File: config.mk
export PLATFORM = sky130hd
export DESIGN_NAME = melody_sequencer
export DESIGN_NICKNAME = d
export VERILOG_FILES = /design/src/rtl/audio_pkg.sv /design/src/rtl/melody_rom.sv /design/src/rtl/melody_sequencer.sv
export SDC_FILE = /design/constraint.sdc
export NUM_CORES = 1
export LEC_CHECK = 0
export ABC_AREA = 1
export CAP_MARGIN = 10
export CORE_MARGIN = 2
export CORE_UTILIZATION = 35
export DETAILED_ROUTE_END_ITERATION = 6
export GPL_TIMING_DRIVEN = 0
export MAX_ROUTING_LAYER = met4
export SLEW_MARGIN = 10
export SYNTH_ARGS = -nofsm -noshare
export SYNTH_HDL_FRONTEND = slang
export SYNTH_SLANG_ARGS = --single-unit
File: constraint.sdc
create_clock -name i_clock -period 7.2 [get_ports i_clock]
set_clock_uncertainty 0.05 [all_clocks]
set_input_delay 1.44 -clock i_clock [delete_from_list [all_inputs] [get_ports i_clock]]
set_output_delay 1.44 -clock i_clock [all_outputs]
set_load 0.05 [all_outputs]
File: src/rtl/audio_pkg.sv
// Shared audio definitions: waveform encodings, note-entry layout, sequencer states.
// Latency: n/a (types, constants and a table-building helper only).
// Backpressure: n/a.
package audio_pkg;

   typedef enum logic [1:0] {
      FORM_SIN    = 2'd0,
      FORM_TRI    = 2'd1,
      FORM_SQ     = 2'd2,
      FORM_SILENT = 2'd3
   } form_e;

   // Note entry: [8] rest, [7:3] freq_id, [2:0] dur (note lasts dur+1 beats)
   localparam int ENTRY_W  = 9;
   localparam int REST_BIT = 8;
   localparam int ID_MSB   = 7;
   localparam int ID_LSB   = 3;
   localparam int DUR_MSB  = 2;
   localparam int DUR_LSB  = 0;

   typedef enum logic [1:0] {
      ST_IDLE = 2'd0,
      ST_LOAD = 2'd1,
      ST_PLAY = 2'd2
   } seq_state_e;

   function automatic logic [ENTRY_W-1:0] note_entry(input logic rest,
                                                     input logic [4:0] id,
                                                     input logic [2:0] dur);
      return {rest, id, dur};
   endfunction

endpackage

File: src/rtl/melody_rom.sv
// Fixed note table, combinational lookup of one 9-bit entry per address.
// Latency: 0 cycles (pure combinational).
// Backpressure: none; addresses at or beyond LEN read as a silent 1-beat rest.
// Ports: i_addr (ADDR_W) table address in; o_entry (9) {rest, freq_id, dur} out.
module melody_rom
   import audio_pkg::*;
#(
   parameter int LEN    = 16,
   parameter int ADDR_W = 4
)(
   input  logic [ADDR_W-1:0]  i_addr,
   output logic [ENTRY_W-1:0] o_entry
);

   always_comb begin
      o_entry = note_entry(1'b1, 5'd0, 3'd0);
      if (int'(i_addr) < LEN) begin
         case (int'(i_addr))
            0:       o_entry = note_entry(1'b0, 5'd12, 3'd1);
            1:       o_entry = note_entry(1'b1, 5'd0,  3'd0);
            2:       o_entry = note_entry(1'b0, 5'd7,  3'd0);
            3:       o_entry = note_entry(1'b0, 5'd9,  3'd1);
            4:       o_entry = note_entry(1'b0, 5'd11, 3'd0);
            5:       o_entry = note_entry(1'b0, 5'd12, 3'd3);
            6:       o_entry = note_entry(1'b1, 5'd0,  3'd1);
            7:       o_entry = note_entry(1'b0, 5'd14, 3'd0);
            8:       o_entry = note_entry(1'b0, 5'd16, 3'd0);
            9:       o_entry = note_entry(1'b0, 5'd17, 3'd1);
            10:      o_entry = note_entry(1'b0, 5'd16, 3'd0);
            11:      o_entry = note_entry(1'b0, 5'd14, 3'd0);
            12:      o_entry = note_entry(1'b0, 5'd12, 3'd3);
            13:      o_entry = note_entry(1'b1, 5'd0,  3'd0);
            14:      o_entry = note_entry(1'b0, 5'd7,  3'd1);
            15:      o_entry = note_entry(1'b0, 5'd12, 3'd7);
            default: o_entry = note_entry(1'b1, 5'd0,  3'd0);
         endcase
      end
   end

endmodule

File: src/rtl/melody_sequencer.sv
// Plays the note table by driving the tone generator's freq_id/new_f/form controls.
// Latency: start pulse -> first new_f in 2 cycles; each note occupies 1 LOAD + (dur+1)*TICKS_PER_BEAT PLAY cycles.
// Backpressure: none; stop (priority over start) silences on the next cycle, start outside IDLE is ignored.
// Ports: i_clock, i_reset (sync, active high), i_start/i_stop pulses, i_loop level, i_form_sel;
//        o_freq_id, o_new_f pulse, o_form, o_playing, o_note_addr, o_done pulse (all registered).
module melody_sequencer
   import audio_pkg::*;
#(
   parameter int TICKS_PER_BEAT = 8125000,
   parameter int LEN            = 16,
   parameter int ADDR_W         = 4
)(
   input  logic              i_clock,
   input  logic              i_reset,
   input  logic              i_start,
   input  logic              i_stop,
   input  logic              i_loop,
   input  logic [1:0]        i_form_sel,
   output logic [4:0]        o_freq_id,
   output logic              o_new_f,
   output logic [1:0]        o_form,
   output logic              o_playing,
   output logic [ADDR_W-1:0] o_note_addr,
   output logic              o_done
);

   localparam int                TW        = $clog2(TICKS_PER_BEAT);
   localparam logic [TW-1:0]     TICK_MAX  = TW'(TICKS_PER_BEAT - 1);
   localparam logic [ADDR_W-1:0] LAST_ADDR = ADDR_W'(LEN - 1);

   seq_state_e        r_state, w_state_nxt;
   logic [TW-1:0]     r_tick_cnt, w_tick_cnt_nxt;
   logic [2:0]        r_beat_cnt, w_beat_cnt_nxt;
   logic [4:0]        r_freq_id, w_freq_id_nxt;
   logic              r_new_f, w_new_f_nxt;
   logic [1:0]        r_form, w_form_nxt;
   logic              r_playing, w_playing_nxt;
   logic [ADDR_W-1:0] r_note_addr, w_note_addr_nxt;
   logic              r_done, w_done_nxt;

   logic [ENTRY_W-1:0] w_entry;
   logic               w_tick_zero;
   logic               w_beat_zero;
   logic               w_note_end;
   logic               w_last_note;

   melody_rom #(
      .LEN    (LEN),
      .ADDR_W (ADDR_W)
   ) u_rom (
      .i_addr  (r_note_addr),
      .o_entry (w_entry)
   );

   assign w_tick_zero = (r_tick_cnt == '0);
   assign w_beat_zero = (r_beat_cnt == 3'd0);
   assign w_note_end  = (r_state == ST_PLAY) && w_tick_zero && w_beat_zero;
   assign w_last_note = (r_note_addr == LAST_ADDR);

   // State register
   always_ff @(posedge i_clock) begin
      if (i_reset) r_state <= ST_IDLE;
      else         r_state <= w_state_nxt;
   end

   // Next-state logic
   always_comb begin
      w_state_nxt = r_state;
      if (i_stop) begin
         w_state_nxt = ST_IDLE;
      end else begin
         case (r_state)
            ST_IDLE: if (i_start) w_state_nxt = ST_LOAD;
            ST_LOAD: w_state_nxt = ST_PLAY;
            ST_PLAY: if (w_note_end) w_state_nxt = (!w_last_note || i_loop) ? ST_LOAD : ST_IDLE;
            default: w_state_nxt = ST_IDLE;
         endcase
      end
   end

   // Output and counter next values; everything is registered below
   always_comb begin
      w_tick_cnt_nxt  = r_tick_cnt;
      w_beat_cnt_nxt  = r_beat_cnt;
      w_freq_id_nxt   = r_freq_id;
      w_new_f_nxt     = 1'b0;
      w_form_nxt      = r_form;
      w_playing_nxt   = r_playing;
      w_note_addr_nxt = r_note_addr;
      w_done_nxt      = 1'b0;
      if (i_stop) begin
         w_form_nxt      = FORM_SILENT;
         w_playing_nxt   = 1'b0;
         w_note_addr_nxt = '0;
      end else begin
         case (r_state)
            ST_IDLE: begin
               if (i_start) begin
                  w_note_addr_nxt = '0;
                  w_playing_nxt   = 1'b1;
               end
            end
            ST_LOAD: begin
               // Rests keep the last freq_id so the generator is not retriggered
               if (w_entry[REST_BIT]) begin
                  w_form_nxt = FORM_SILENT;
               end else begin
                  w_freq_id_nxt = w_entry[ID_MSB:ID_LSB];
                  w_form_nxt    = i_form_sel;
                  w_new_f_nxt   = 1'b1;
               end
               w_beat_cnt_nxt = w_entry[DUR_MSB:DUR_LSB];
               w_tick_cnt_nxt = TICK_MAX;
            end
            ST_PLAY: begin
               if (!w_tick_zero) begin
                  w_tick_cnt_nxt = r_tick_cnt - 1'b1;
               end else if (!w_beat_zero) begin
                  w_beat_cnt_nxt = r_beat_cnt - 3'd1;
                  w_tick_cnt_nxt = TICK_MAX;
               end else if (!w_last_note) begin
                  w_note_addr_nxt = r_note_addr + 1'b1;
               end else if (i_loop) begin
                  w_note_addr_nxt = '0;
               end else begin
                  w_done_nxt      = 1'b1;
                  w_form_nxt      = FORM_SILENT;
                  w_playing_nxt   = 1'b0;
                  w_note_addr_nxt = '0;
               end
            end
            default: begin
               w_form_nxt    = FORM_SILENT;
               w_playing_nxt = 1'b0;
            end
         endcase
      end
   end

   always_ff @(posedge i_clock) begin
      if (i_reset) begin
         r_tick_cnt  <= '0;
         r_beat_cnt  <= 3'd0;
         r_freq_id   <= 5'd0;
         r_new_f     <= 1'b0;
         r_form      <= FORM_SILENT;
         r_playing   <= 1'b0;
         r_note_addr <= '0;
         r_done      <= 1'b0;
      end else begin
         r_tick_cnt  <= w_tick_cnt_nxt;
         r_beat_cnt  <= w_beat_cnt_nxt;
         r_freq_id   <= w_freq_id_nxt;
         r_new_f     <= w_new_f_nxt;
         r_form      <= w_form_nxt;
         r_playing   <= w_playing_nxt;
         r_note_addr <= w_note_addr_nxt;
         r_done      <= w_done_nxt;
      end
   end

   assign o_freq_id   = r_freq_id;
   assign o_new_f     = r_new_f;
   assign o_form      = r_form;
   assign o_playing   = r_playing;
   assign o_note_addr = r_note_addr;
   assign o_done      = r_done;

endmodule

==> metrics.log <==
INFO  metric outcome = complete, no violations
INFO  metric pin_count_of_the_biggest_net_entering_global_routing = 18
INFO  metric achievable-frequency = 282 MHz
INFO  metric share_of_power_burned_in_the_clock_network = about a quarter
INFO  metric syn_area_per_cell = between 6 and 7 µm²
INFO  metric global_route.usage.met3 = 2.64%
INFO  metric worst_setup_path_end_kind = register
INFO  metric yosys_warnings = 0
INFO  metric max-cap-violations = 0
INFO  metric combinational_family_with_the_most_area_after_synthesis = simple AND/OR/NAND/NOR gates
INFO  metric drive_gt1_share = 9.59%
INFO  metric fraction_of_synthesized_area_in_multiplexers = 0%
INFO  metric synthDominantCellAreaShare = ~34%
INFO  metric first_global_vias = 2607
INFO  metric async_set_reset_flop_share_out_of_synthesis = 0%
INFO  metric synth_edf_count = 0
INFO  metric port-buffer-count = 19
INFO  metric number_of_drc_markers_in_iteration_0 = 96
INFO  metric distinct_cells_synth = 38
INFO  metric switching_share = roughly 38%
INFO  metric power.leakage = about 1.6 nW
INFO  metric synthesis.area = between 2000 and 3000 µm²
INFO  metric layout.cells.non_filler = between 500 and 600
INFO  metric worstSetupPathType = input port to register
INFO  metric seq_power_share = between 30% and 40%
INFO  metric slowest_cell_delay_on_critical_path = approximately 0.47 ns
INFO  metric ys_seq_elements = between 50 and 60
INFO  metric worstHoldPathType = register to register
INFO  metric synthAdderAreaFrac = 6.27%
INFO  metric worst-slew-pin-transition = 0.552 ns
INFO  metric timing.setup.tns = 0 ns
INFO  metric cts_tree = yes
INFO  metric combined_global_route_utilization_of_all_metal_layers = between 15 and 20%
INFO  metric coreArea = 8260 µm²
INFO  metric mostFrequentLayoutCell = sky130_fd_sc_hd__nand2_1
INFO  metric finalCoreUtilization = 41.5%
INFO  metric drt_first_pass_iters = 4
INFO  metric gp_congestion = 0.894
INFO  metric ant_nets = 0
INFO  metric top_level_ports = 21
INFO  metric cts_num_sinks = 51
INFO  metric stdcell_area = 3430 µm²
INFO  metric synthFlopType = sky130_fd_sc_hd__dfxtp_1
INFO  metric drt-wirelength-per-cell = roughly 12 µm
INFO  metric critPathLaunchType = input port
INFO  metric post_cts_resize_count = 0
INFO  metric worst_path_max_delay_cell = sky130_fd_sc_hd__clkdlybuf4s50_1
INFO  metric synth_simple_gate_area_share = 36.3%
INFO  metric vias = 2740
INFO  metric synthTopCellsByArea = sky130_fd_sc_hd__dfxtp_1 (34%), sky130_fd_sc_hd__nand2_1 (13%), sky130_fd_sc_hd__inv_1 (6.6%)
INFO  metric synth_nets = 454
INFO  metric clock_latency = roughly 0.31 ns
INFO  metric die-area = approximately 9300 µm²
INFO  metric globalRouteOverflowTotal = 0
INFO  metric cp_data_arrival_time = 3.70 ns
INFO  metric cts_hold_repair.buffers = 0
INFO  metric p_int = 510 µW
INFO  metric power.switching = between 300 and 400 µW
INFO  metric nets = 480
INFO  metric place_inst = roughly 560
INFO  metric grt.busiest_layer = met2
INFO  metric final.min_clock_period = between 3 and 4 ns
INFO  metric synth_xor_area_share = 2.63%
INFO  metric synth-compound-area-share = between 10% and 20%
INFO  metric path_cells = clkdlybuf4s50_1 > nor2_1 > inv_1 > o21ai_0 > nor2_1 > nand2_4 > nand2_1 > nand2_1 > nand2_1 > inv_1 > ha_1 > nand3_1 > nand2_1 > nand2_1 > nand2_1
INFO  metric dp_hpwl = between 5000 and 6000 µm
INFO  metric hold_violations = 0
INFO  metric cts_max_level = 2
INFO  metric rsz_0062_raised_after_global_routing = false
INFO  metric postSynthCellCount = about 430
INFO  metric cts_max_path_buffers = 2
INFO  metric slack_of_the_worst_reg_to_reg_path = 4.43 ns
INFO  metric cts.repair_timing.setup_buffer_count = 0
INFO  metric antenna_found_initial = 0
INFO  metric route.detailed.vias_per_inst = slightly below 5
INFO  metric pwr-share-comb = 34.7%
INFO  metric clock-root-buffer = sky130_fd_sc_hd__clkbuf_8
INFO  metric drc_errors = 0
INFO  metric initial_core_util = a little over a third
INFO  metric final_max_slew_viol_count = 0
INFO  metric power.density_cell_area = between 200 and 250 nW/µm²
INFO  metric worst_setup_hold_path_clk_slew = 0.10 ns
INFO  metric global_route_track_usage_on_met2 = 28.9%
INFO  metric drt-total-wl = around 7000 µm
INFO  metric grt_use_met1 = between 20% and 30%
INFO  metric worst_ir_drop_vdd = approximately 0.000095 V
INFO  metric max_slew_margin = a little over three fifths
INFO  metric cts_inserted_buffers = 5
INFO  metric final_cell_mix = sky130_fd_sc_hd__nand2_1 (105), sky130_fd_sc_hd__inv_1 (53), sky130_fd_sc_hd__dfxtp_1 (51)
INFO  metric area_growth_syn_to_layout = 14.6%
INFO  metric diodes = 0
INFO  metric crit_fanout = 7
INFO  metric synth_largest_area_cell = sky130_fd_sc_hd__dfxtp_1
INFO  metric ys_seq_area_share = about a third
INFO  metric global_route_wire_length_before_repair = 12000 µm
INFO  metric dieHeight = between 90 and 100 µm
INFO  metric dpl-instance-area = about 3300 µm²
INFO  metric critPathMostFrequentCell = sky130_fd_sc_hd__nand2_1
INFO  metric final-setup-viol-count = 0
INFO  metric cp.required = approximately 7.4 ns
INFO  metric placement_rows = 33
INFO  metric fin_crit_sh = about half
INFO  metric fp.dieW = 96.5 µm
cell type report:
cell class                 instances  area (µm²)
multi-input combinational        316        1700
sequential                        51        1020
timing repair buffer              19         190
buffer                            11        68.8
fill                             897        4830
clock buffer                       5        68.8
inverter                          54         203
clock inverter                     3        47.5
tap                              105         131
metrics by stage:
stage               setup WS (ns)  hold WS, ns  power [mW]
floorplan                    4.14        0.381       0.549
global placement             3.37        0.389       0.609
detailed placement           3.34        0.397       0.613
CTS                          3.67        0.415       0.823
global route                 3.41        0.441       0.876
finish                       3.65        0.408       0.818
kinds of logic (layout without fill, tap and decap cells):
group                    count (synthesis)  in the layout
AND/OR/NAND/NOR                        231            231
buffers and inverters                   65             92
AO/OA/AOI/OAI                           61             61
flip-flops                              51             51
adder cells (fa/ha/maj)                 15             15
XOR/XNOR                                 9              9
synth_stat cells (2+ instances only):
cell                         n
sky130_fd_sc_hd__clkbuf_1    6
sky130_fd_sc_hd__xor2_1      4
sky130_fd_sc_hd__nand4_1     7
sky130_fd_sc_hd__dfxtp_1    51
sky130_fd_sc_hd__nor4_1      3
sky130_fd_sc_hd__nand2_1   105
sky130_fd_sc_hd__o21ai_0    30
sky130_fd_sc_hd__nand3b_1    4
sky130_fd_sc_hd__nand2_4     2
sky130_fd_sc_hd__or2_2       3
sky130_fd_sc_hd__a31oi_1     3
sky130_fd_sc_hd__ha_1       15
sky130_fd_sc_hd__inv_1      53
sky130_fd_sc_hd__nand3_1    34
sky130_fd_sc_hd__nor2_4      2
sky130_fd_sc_hd__nor3_1      6
sky130_fd_sc_hd__nor2_1     46
sky130_fd_sc_hd__xnor2_1     5
sky130_fd_sc_hd__nor2_2      8
sky130_fd_sc_hd__a21oi_1    20
sky130_fd_sc_hd__o21ai_2     2
sky130_fd_sc_hd__nand2_2     5
sky130_fd_sc_hd__buf_6       3
power by group through the flow:
stage	Combinational [mW]	Sequential, mW	Clock (mW)
global placement	0.279	0.329	0
finish	0.284	0.324	0.210
detailed placement	0.283	0.330	0
global route	0.321	0.327	0.228
floorplan	0.210	0.339	0
CTS	0.284	0.324	0.215
sequential cells by signal, indices dropped and copies added (netlist names), 2 cells and up:
signal and flops:
r_beat_cnt 3, u_rom.o_entry 9, r_tick_cnt 23, o_freq_id 5, r_state 2, o_form 2
o_note_addr 4
final timing paths:
check                     endpoint  cells after the start       start
setup / recovery  u_rom.o_entry[8]                     15     i_start
hold / removal           o_playing                      2   o_playing
setup reg to reg  u_rom.o_entry[8]                     15  r_state[0]
hold reg to reg          o_playing                      2   o_playing
critical path, delay by kind of cell:
kind / cells / cell delay (ns)
buffers and inverters: 3 / 0.68
AO/OA/AOI/OAI: 1 / 0.08
adder cells (fa/ha/maj): 1 / 0.22
AND/OR/NAND/NOR: 10 / 1.29
metal layers:
| layer | routed length (µm) | share of wire (%) |
|---|---|---|
| met4 | 61 | 0.87 |
| met2 | 3380 | 48 |
| met3 | 153 | 2.2 |
| met5 | 0 | 0 |
| met1 | 3400 | 49 |
Power figures use the tool's default switching activity.
